$ cat config.mk
export PLATFORM = sky130hd
export DESIGN_NAME = wb_arbiter
export DESIGN_NICKNAME = d
export VERILOG_FILES = /design/src/rtl/wb_arbiter_pkg.sv /design/src/rtl/wb_ld_buf.sv /design/src/rtl/wb_arbiter.sv
export SDC_FILE = /design/constraint.sdc
export NUM_CORES = 1
export LEC_CHECK = 0
export ABC_AREA = 0
export BUFFER_PORTS_ARGS = -buffer_cell sky130_fd_sc_hd__buf_2
export CORE_MARGIN = 3
export CORE_UTILIZATION = 50
export DETAILED_ROUTE_END_ITERATION = 12
export PLACE_DENSITY = 0.85
export SLEW_MARGIN = 0
export SYNTH_ARGS = -nofsm -noshare
export SYNTH_HDL_FRONTEND = slang
export SYNTH_SLANG_ARGS = --single-unit
$ cat constraint.sdc
create_clock -name clk -period 3.4 [get_ports clk]
set_clock_uncertainty 0.05 [all_clocks]
set_input_delay 0.51 -clock clk [delete_from_list [all_inputs] [get_ports clk]]
set_output_delay 0.51 -clock clk [all_outputs]
set_load 0.03 [all_outputs]
$ cat src/rtl/wb_arbiter_pkg.sv
// Shared writeback definitions: ROB/data types, load-buffer entry and arbiter defaults.
`default_nettype none

package wb_arbiter_pkg;

  localparam int ROB_ID_WIDTH    = 6;
  localparam int WB_LD_BUF_DEPTH = 4;
  localparam int WB_STARVE_LIMIT = 3;

  typedef logic [31:0]             reg_data_t;
  typedef logic [ROB_ID_WIDTH-1:0] rob_id_t;

  typedef enum logic {
    WB_SRC_ALU = 1'b0,
    WB_SRC_LD  = 1'b1
  } wb_src_t;

  typedef struct packed {
    rob_id_t   rob_id;
    reg_data_t data;
  } wb_entry_t;

endpackage

`default_nettype wire

$ cat src/rtl/wb_ld_buf.sv
// Circular FIFO of load results waiting for a free writeback slot.
`default_nettype none

module wb_ld_buf
  import wb_arbiter_pkg::*;
#(
  parameter int DEPTH = WB_LD_BUF_DEPTH
) (
  input  logic      clk,
  input  logic      rst_aL,
  input  logic      push,
  input  wb_entry_t push_entry,
  input  logic      pop,
  output wb_entry_t head,
  output logic      empty,
  output logic      full
);

  localparam int PTR_W = $clog2(DEPTH);
  localparam int CNT_W = $clog2(DEPTH + 1);
  localparam logic [CNT_W-1:0] CNT_FULL = CNT_W'(DEPTH);

  wb_entry_t        mem [DEPTH];
  logic [PTR_W-1:0] rd_ptr;
  logic [PTR_W-1:0] wr_ptr;
  logic [CNT_W-1:0] count;
  logic             do_push;
  logic             do_pop;

  assign empty   = (count == '0);
  assign full    = (count == CNT_FULL);
  assign do_push = push && !full;
  assign do_pop  = pop && !empty;
  assign head    = mem[rd_ptr];

  // DEPTH is a power of two, so pointer overflow is the modulo wrap.
  always_ff @(posedge clk or negedge rst_aL) begin
    if (!rst_aL) begin
      rd_ptr <= '0;
      wr_ptr <= '0;
      count  <= '0;
    end else begin
      if (do_push) wr_ptr <= wr_ptr + 1'b1;
      if (do_pop)  rd_ptr <= rd_ptr + 1'b1;
      case ({do_push, do_pop})
        2'b10:   count <= count + 1'b1;
        2'b01:   count <= count - 1'b1;
        default: count <= count;
      endcase
    end
  end

  always_ff @(posedge clk) begin
    if (do_push) mem[wr_ptr] <= push_entry;
  end

endmodule

`default_nettype wire

$ cat src/rtl/wb_arbiter.sv
// Single-port writeback arbiter: ALU has priority, loads are buffered with starvation relief.
// Optional WB_LD_BYPASS_EN: an accepted load goes straight to writeback when the port is idle.
`default_nettype none

module wb_arbiter
  import wb_arbiter_pkg::*;
#(
  parameter int LD_BUF_DEPTH = WB_LD_BUF_DEPTH,
  parameter int STARVE_LIMIT = WB_STARVE_LIMIT
) (
  input  logic                    clk,
  input  logic                    rst_aL,
  input  logic                    alu_result_valid,
  input  logic [ROB_ID_WIDTH-1:0] alu_result_rob_id,
  input  logic [31:0]             alu_result_data,
  input  logic                    ld_result_valid,
  output logic                    ld_result_ready,
  input  logic [ROB_ID_WIDTH-1:0] ld_result_rob_id,
  input  logic [31:0]             ld_result_data,
  output logic                    wb_valid,
  output logic [ROB_ID_WIDTH-1:0] wb_rob_id,
  output logic [31:0]             wb_data,
  output logic                    wb_src,
  output logic                    iiq_issue_hold
);

  localparam int CNT_W = $clog2(STARVE_LIMIT + 1);
  localparam logic [CNT_W-1:0] STARVE_MAX = CNT_W'(STARVE_LIMIT);

  wb_entry_t        head;
  wb_entry_t        ld_entry;
  logic             empty;
  logic             full;
  logic             accept;
  logic             bypass;
  logic             push;
  logic             pop;
  logic [CNT_W-1:0] starve_cnt;
  wb_src_t          src;

  assign ld_entry        = '{rob_id: ld_result_rob_id, data: ld_result_data};
  assign ld_result_ready = rst_aL && !full;
  assign accept          = ld_result_valid && ld_result_ready;

`ifdef WB_LD_BYPASS_EN
  assign bypass = accept && empty && !alu_result_valid;
`else
  assign bypass = 1'b0;
`endif

  assign pop  = rst_aL && !alu_result_valid && !empty;
  assign push = accept && !bypass;

  wb_ld_buf #(
    .DEPTH(LD_BUF_DEPTH)
  ) u_ld_buf (
    .clk       (clk),
    .rst_aL    (rst_aL),
    .push      (push),
    .push_entry(ld_entry),
    .pop       (pop),
    .head      (head),
    .empty     (empty),
    .full      (full)
  );

  always_comb begin
    wb_valid  = 1'b0;
    wb_rob_id = '0;
    wb_data   = '0;
    src       = WB_SRC_ALU;
    if (!rst_aL) begin
      wb_valid = 1'b0;
    end else if (alu_result_valid) begin
      wb_valid  = 1'b1;
      wb_rob_id = alu_result_rob_id;
      wb_data   = alu_result_data;
    end else if (!empty) begin
      wb_valid  = 1'b1;
      wb_rob_id = head.rob_id;
      wb_data   = head.data;
      src       = WB_SRC_LD;
    end else if (bypass) begin
      wb_valid  = 1'b1;
      wb_rob_id = ld_result_rob_id;
      wb_data   = ld_result_data;
      src       = WB_SRC_LD;
    end
  end

  assign wb_src = src;

  // Reaching the limit raises the hold for one cycle and restarts the count,
  // so the ALU goes quiet the cycle after and the buffer head drains.
  always_ff @(posedge clk or negedge rst_aL) begin
    if (!rst_aL) begin
      starve_cnt     <= '0;
      iiq_issue_hold <= 1'b0;
    end else begin
      iiq_issue_hold <= (starve_cnt == STARVE_MAX);
      if (pop || empty || (starve_cnt == STARVE_MAX)) begin
        starve_cnt <= '0;
      end else if (alu_result_valid) begin
        starve_cnt <= starve_cnt + 1'b1;
      end
    end
  end

endmodule

`default_nettype wire

==> metrics.yaml, run 1 <==
finish:
  fill_cells: 878
  drive_gt1_share_pct: 47.98
  final_cell_area_mm2: 0.007943
  seq_area_mm2: 0.004817
  multi_input_area_mm2: 0.001511
  final_util_pct: 64.51
  syn_to_final_growth_pct: 23.24
  nets: 520
  n_antenna_cell: 0
  fin_cells: 614
setup_path:
  cp-end-kind: "output pin"
  crit_fanout: 23
  startpoint_type: "input pin"
  worstPathArrival_ns: 2.39
  criticalPathCategory: "in2out"
  worstPathRequired_ns: 2.84
placement:
  preCtsSetupSlack_ns: 0.6484
  placed_area_mm2: 0.007296
  port_buffers: 121
  placed_cells: 578
  place_hpwl_mm: 7.618
  place_congestion: 0.6955
timing:
  hold_viol: 0
  max_freq_mhz: 338.8
  fin_ws_ns: 0.4483
  slew_violations: 0
  setup_viol: 0
  tns_ns: 0
  whs_ns: 0.2550
  tightestPinTransition_ns: 0.6235
  maxSlewHeadroom_pct: 58.43
  timing.final.crit_period_ns: 2.952
  rsz0062_at_grt: "no"
  finalCritPeriodShare_pct: 86.81
clock_network:
  tritoncts: "done"
  clk_latency_ns: 0.41
  clk_pin_slew_ns: 0.06
  cts-htree-levels: 4
  numCtsBuffers: 17
  root_buffer: "clkbuf_16"
  cts_max_path_buffers: 2
  cts_resized: 0
  clkSinkCount: 162
power_and_ir_drop:
  ir_worst_vdd_mv: 0.4163
  finalPower_mw: 6.137
  p_per_area_mw_per_mm2: 772.6
  p_leak_nw: 2.942
synth:
  async_reset_ff_share_pct: 6.173
  yosys.area.top_type: "edfxtp_1"
  synth_cells: 294
  syn-cell-area_mm2: 0.006445
  synth_top_cell_area_share_pct: 70.82
  synthFlopType: "edfxtp_1"
  synth_warnings: 0
  synth_seq_area_share_pct: 74.70
  ys_ff_latch: 162
  synth_edf_count: 152
  synth_cell_types: 28
  synth_top_cells_by_area: "edfxtp_1 71%, mux4_2 13%, a22o_1 5.2%, dfrtp_1 3.9%, ha_1 1.2%"
  syn_nets: 381
  avgSynthCellArea_um2: 21.92
job:
  drv_cap: 0
route:
  wirelength_mm: 11.84
  vias: 3330
  antenna_left: 0
  first_iter_violations: 215
  vias_per_cell: 5.423
  drt_pre_antenna_iters: 4
  wl_per_cell_um: 19.28
  drc: 0
die:
  pin_count: 122
  core_mm2: 0.01231
  start_util_pct: 52.35
  dieArea_mm2: 0.01429
  fp.dieW_um: 119.5
  die_h_um: 119.5
  rows: 40
run_status:
  run_status: "complete, no violations"
global_route:
  grt_pass1_wl_mm: 19.16
  grt-ovfl-total: 0
  grt_pass1_vias: 3504
  grt_max_degree: 26
  grt_usage_pct: 18.08
  antenna_found_initial: 1
hold_path:
  hold_path_class: "in2reg"
-- layout make-up --
class                      count  area share, %
sequential                   162          60.65
multi-input combinational    112          19.03
timing repair buffer         137          9.798
clock buffer                  17          5.356
tap                          168          2.647
clock inverter                15          2.379
inverter                       3         0.1418
-- cell usage in the layout (no fill, tap or decap), types with 4 or more instances in the layout --
| cell type | n |
|---|---|
| mux4_2 | 38 |
| a22o_1 | 38 |
| clkbuf_16 | 17 |
| buf_12 | 4 |
| dfrtp_1 | 8 |
| buf_2 | 121 |
| bufinv_16 | 4 |
| ha_1 | 6 |
| edfxtp_1 | 152 |
| and2_2 | 5 |
| buf_4 | 11 |
-- power by group --
group          internal [mW]  switching [mW]  total [mW]
Clock                   1.22           0.732        1.95
Sequential              2.45           0.145        2.60
Combinational          0.752           0.834        1.59
Total                   4.43            1.71        6.14
-- logic make-up (layout without fill, tap and decap cells) --
logic type | after synthesis | count (layout) | share of synthesized area [%]
adder cells (fa/ha/maj) | 7 | 7 | 1.475
XOR/XNOR | 6 | 6 | 0.8155
AO/OA/AOI/OAI | 42 | 42 | 5.591
AND/OR/NAND/NOR | 16 | 16 | 1.592
multiplexers | 41 | 41 | 13.78
flip-flops | 162 | 162 | 74.70
buffers and inverters | 20 | 172 | 2.038
-- sequential cells by signal (all words and copies together), names as in the netlist --
name and cells:
u_ld_buf.count 3, iiq_issue_hold 1, starve_cnt 2, u_ld_buf.wr_ptr 2, u_ld_buf.rd_ptr 2, u_ld_buf.mem 152
-- cell usage after synthesis (2+ instances only) --
cell	n
and2_1	5
xnor2_1	3
xor2_1	3
nor2_1	3
buf_6	4
dfrtp_1	10
nor3_1	2
clkbuf_1	4
inv_1	3
buf_2	8
mux2_2	2
edfxtp_1	152
a22o_1	38
ha_1	6
mux4_2	38
-- final timing paths --
kind                                          from             endpoint  slack (ns)  cells after the start
worst max register to register   u_ld_buf.count[0]    u_ld_buf.count[2]        1.06                      8
max in group asynchronous                   rst_aL   u_ld_buf.rd_ptr[1]        2.51                      2
worst min-delay path            ld_result_data[17]  u_ld_buf.mem[2][17]        0.25                      1
min in group asynchronous                   rst_aL   u_ld_buf.wr_ptr[0]        0.51                      2
worst max-delay path                        rst_aL           wb_data[2]        0.45                      6
worst min register to register   u_ld_buf.count[2]    u_ld_buf.count[2]        0.50                      1
-- critical path, cell delays in order --
cell,delay (ns)
dlygate4sd3_1,0.54
buf_2,0.33
nor3b_4,0.30
buf_4,0.31
a22o_1,0.18
buf_2,0.19
-- what timing repair did --
| item | CTS | global route |
|---|---|---|
| endpoints found under the setup margin | 0 | 22 |
| hold endpoints to repair | 10 | 0 |
| hold buffers | 1 | 0 |
| buffers inserted | 0 | 3 |
-- routing by layer --
| layer | track usage [%] | up-vias | routed length (um) |
|---|---|---|---|
| met5 | 0 | - | 7 |
| met4 | 6.872 | 2 | 163 |
| met3 | 5.749 | 16 | 729 |
| met2 | 29.66 | 110 | 6170 |
| met1 | 22.77 | 1671 | 4769 |
| li1 | - | 1531 | - |
Power figures use the tool's default switching activity.
==> run 2, diff against run 1 <==
==> constraint.sdc (replaced) <==
create_clock -name clk -period 2.8 [get_ports clk]
set_clock_uncertainty 0.05 [all_clocks]
set_input_delay 0.42 -clock clk [delete_from_list [all_inputs] [get_ports clk]]
set_output_delay 0.42 -clock clk [all_outputs]
set_load 0.03 [all_outputs]
==> run 2 against run 1 <==
  * Critical path depth is 1 higher
  * Sequential power is 20% higher
  * Via count is 3.5% higher
  * Final cell count is 0.33% higher
  * Cell area is 0.32% lower
  * Wire length is 7.1% higher
  * Utilization is 0.20 points lower
  * First-iteration DRC count is 16% lower
  * Largest cell class unchanged
==> metrics.yaml, run 2 (synthesis gave the netlist of run 1 again) <==
route:
  wl_per_cell_um: 20.59  # was 19.28 um
  antenna_left: 0  # unchanged
  drt_pre_antenna_iters: 4  # unchanged
  met2_length_mm: 6.511  # was 6.170 mm
  wirelength_mm: 12.68  # was 11.84 mm
  vias: 3448  # was 3330
  first_iter_violations: 181  # was 215
  vias_per_cell: 5.597  # was 5.423
  met1_length_mm: 5.194  # was 4.769 mm
  met3_length_um: 727  # was 729 um
  top_layer: "met4"  # was met5
  drc: 0  # unchanged
die:
  fp.dieW_um: 119.5  # unchanged
  dieArea_mm2: 0.01429  # unchanged
  rows: 40  # unchanged
  start_util_pct: 52.35  # unchanged
  die_h_um: 119.5  # unchanged
  core_mm2: 0.01231  # unchanged
  pin_count: 122  # unchanged
setup_path:
  r2r-start: "u_ld_buf.count[2]"  # was u_ld_buf.count[0]
  crit_start: "rst_aL"  # unchanged
  startpoint_type: "input pin"  # unchanged
  worstPathRequired_ns: 2.33  # was 2.84 ns
  ff2ff_path_depth: 7  # was 8
  crit_end: "wb_data[27]"  # was wb_data[2]
  cp-end-kind: "output pin"  # unchanged
  worstPathArrival_ns: 2.18  # was 2.39 ns
  criticalPathCategory: "in2out"  # unchanged
  r2r_end: "u_ld_buf.count[2]"  # unchanged
  r2r_slack_ns: 0.56  # was 1.06 ns
  crit_fanout: 22  # was 23
placement:
  place_hpwl_mm: 8.275  # was 7.618 mm
  port_buffers: 121  # unchanged
  place_congestion: 0.7340  # was 0.6955
  placed_cells: 583  # was 578
  placed_area_mm2: 0.007308  # was 0.007296 mm2
global_route:
  antenna_found_initial: 1  # unchanged
  grt_pass1_vias: 3734  # was 3504
  grt_pass1_wl_mm: 19.90  # was 19.16 mm
  grt-ovfl-total: 0  # unchanged
  grt_max_degree: 34  # was 26
  grt_usage_pct: 18.85  # was 18.08%
run_status:
  run_status: "complete, no violations"  # unchanged
power_and_ir_drop:
  finalPower_mw: 7.461  # was 6.137 mW
  p_leak_nw: 2.943  # was 2.942 nW
  p_per_area_mw_per_mm2: 942.4  # was 772.6 mW/mm2
  ir_worst_vdd_mv: 0.5507  # was 0.4163 mV
clock_network:
  cts_setup_buffers: 0  # unchanged
  numCtsBuffers: 17  # unchanged
  tritoncts: "done"  # unchanged
  clk_pin_slew_ns: 0.06  # about the same
  clkSinkCount: 162  # unchanged
  cts_resized: 0  # unchanged
  clk_latency_ns: 0.41  # about the same
  root_buffer: "clkbuf_16"  # unchanged
  cts_max_path_buffers: 2  # unchanged
  cts-htree-levels: 4  # unchanged
finish:
  largest_reg_flops: 152  # unchanged
  final_util_pct: 64.31  # was 64.51%
  multi_input_area_mm2: 0.001511  # unchanged
  reg_top3: "u_ld_buf.mem x152, u_ld_buf.count x3"  # unchanged
  final_cell_mix: "152 x edfxtp_1, 121 x buf_2, 38 x mux4_2, 38 x a22o_1, 17 x clkbuf_16"  # unchanged
  syn_to_final_growth_pct: 22.85  # was 23.24%
  layout_commonest_cell: "edfxtp_1"  # unchanged
  fill_cells: 861  # was 878
  drive_gt1_share_pct: 47.87  # was 47.98%
  fin_cells: 616  # was 614
  regMostFlops: "u_ld_buf.mem"  # unchanged
  final_cell_area_mm2: 0.007918  # was 0.007943 mm2
  nets: 522  # was 520
  seq_area_mm2: 0.004817  # unchanged
timing:
  hold_viol: 0  # unchanged
  timing.final.crit_period_ns: 2.649
  maxSlewHeadroom_pct: 74.08  # was 58.43%
  setup_viol: 0  # unchanged
  tns_ns: 0  # unchanged
  slew_violations: 0  # unchanged
  tightestPinTransition_ns: 0.3866  # was 0.6235 ns
  max_freq_mhz: 377.4
  rsz0062_at_grt: "no"  # unchanged
  finalCritPeriodShare_pct: 94.62
hold_path:
  min_from: "ld_result_data[16]"  # was ld_result_data[17]
  hold_path_class: "in2reg"  # unchanged
job:
  drv_cap: 0  # unchanged
[run 2: changes by cell type in the layout (fill, tap and decap cells not counted), sizes merged]
| cell | change |
|---|---|
| buf | +2 |
| clkbuf | +2 |
| clkinv | -2 |
| diode | +1 |
| inv | -1 |
[run 2: layout make-up]
class | instances | share of cell area, %
clock inverter | 12 | 2.070
inverter | 3 | 0.1422
antenna | 1 | 0.03161
timing repair buffer | 139 | 9.703
clock buffer | 19 | 5.468
multi-input combinational | 112 | 19.09
tap | 168 | 2.655
sequential | 162 | 60.84
[run 2: worst min-delay path by stage]
stage                                endpoint  cells past startpoint
final                     u_ld_buf.mem[1][16]                      1
after global routing      u_ld_buf.mem[1][16]                      1
after CTS                 u_ld_buf.mem[3][21]                      1
after detailed placement    u_ld_buf.count[0]                      2
after global placement          starve_cnt[0]                      2
after floorplan                iiq_issue_hold                      0
[run 2: metal layers]
layer	vias to the layer above	GRT usage, %
met5	-	0
met4	0	7.230
met3	22	5.749
met2	118	32.59
met1	1775	22.24
li1	1533	-
[run 2: critical path, stage by stage]
cell and delay, ns:
dlygate4sd3_1 0.54, buf_2 0.14, buf_4 0.20, and2_2 0.21
buf_4 0.22, a22o_1 0.26, buf_2 0.18
[run 2: report_power, final]
group,switching (mW),internal (mW)
sequential,0.143,2.98
clock,0.847,1.47
combinational,1.09,0.931
total,2.08,5.38
[run 2: stage by stage]
step / worst slack [ns] / hold slack (ns)
after floorplan: 0.5152 / 0.07441
after CTS: 0.1473 / 0.1442
final: 0.1506 / 0.1649
after global placement: 0.7203 / 0.3500
after detailed placement: 0.5776 / 0.3533
after global routing: 0.02966 / 0.1481
[run 2: timing repair]
action | CTS | global route
hold buffers | 1 | 0
endpoints found under the hold margin | 10 | 0
endpoints found under the setup margin | 0 | 0
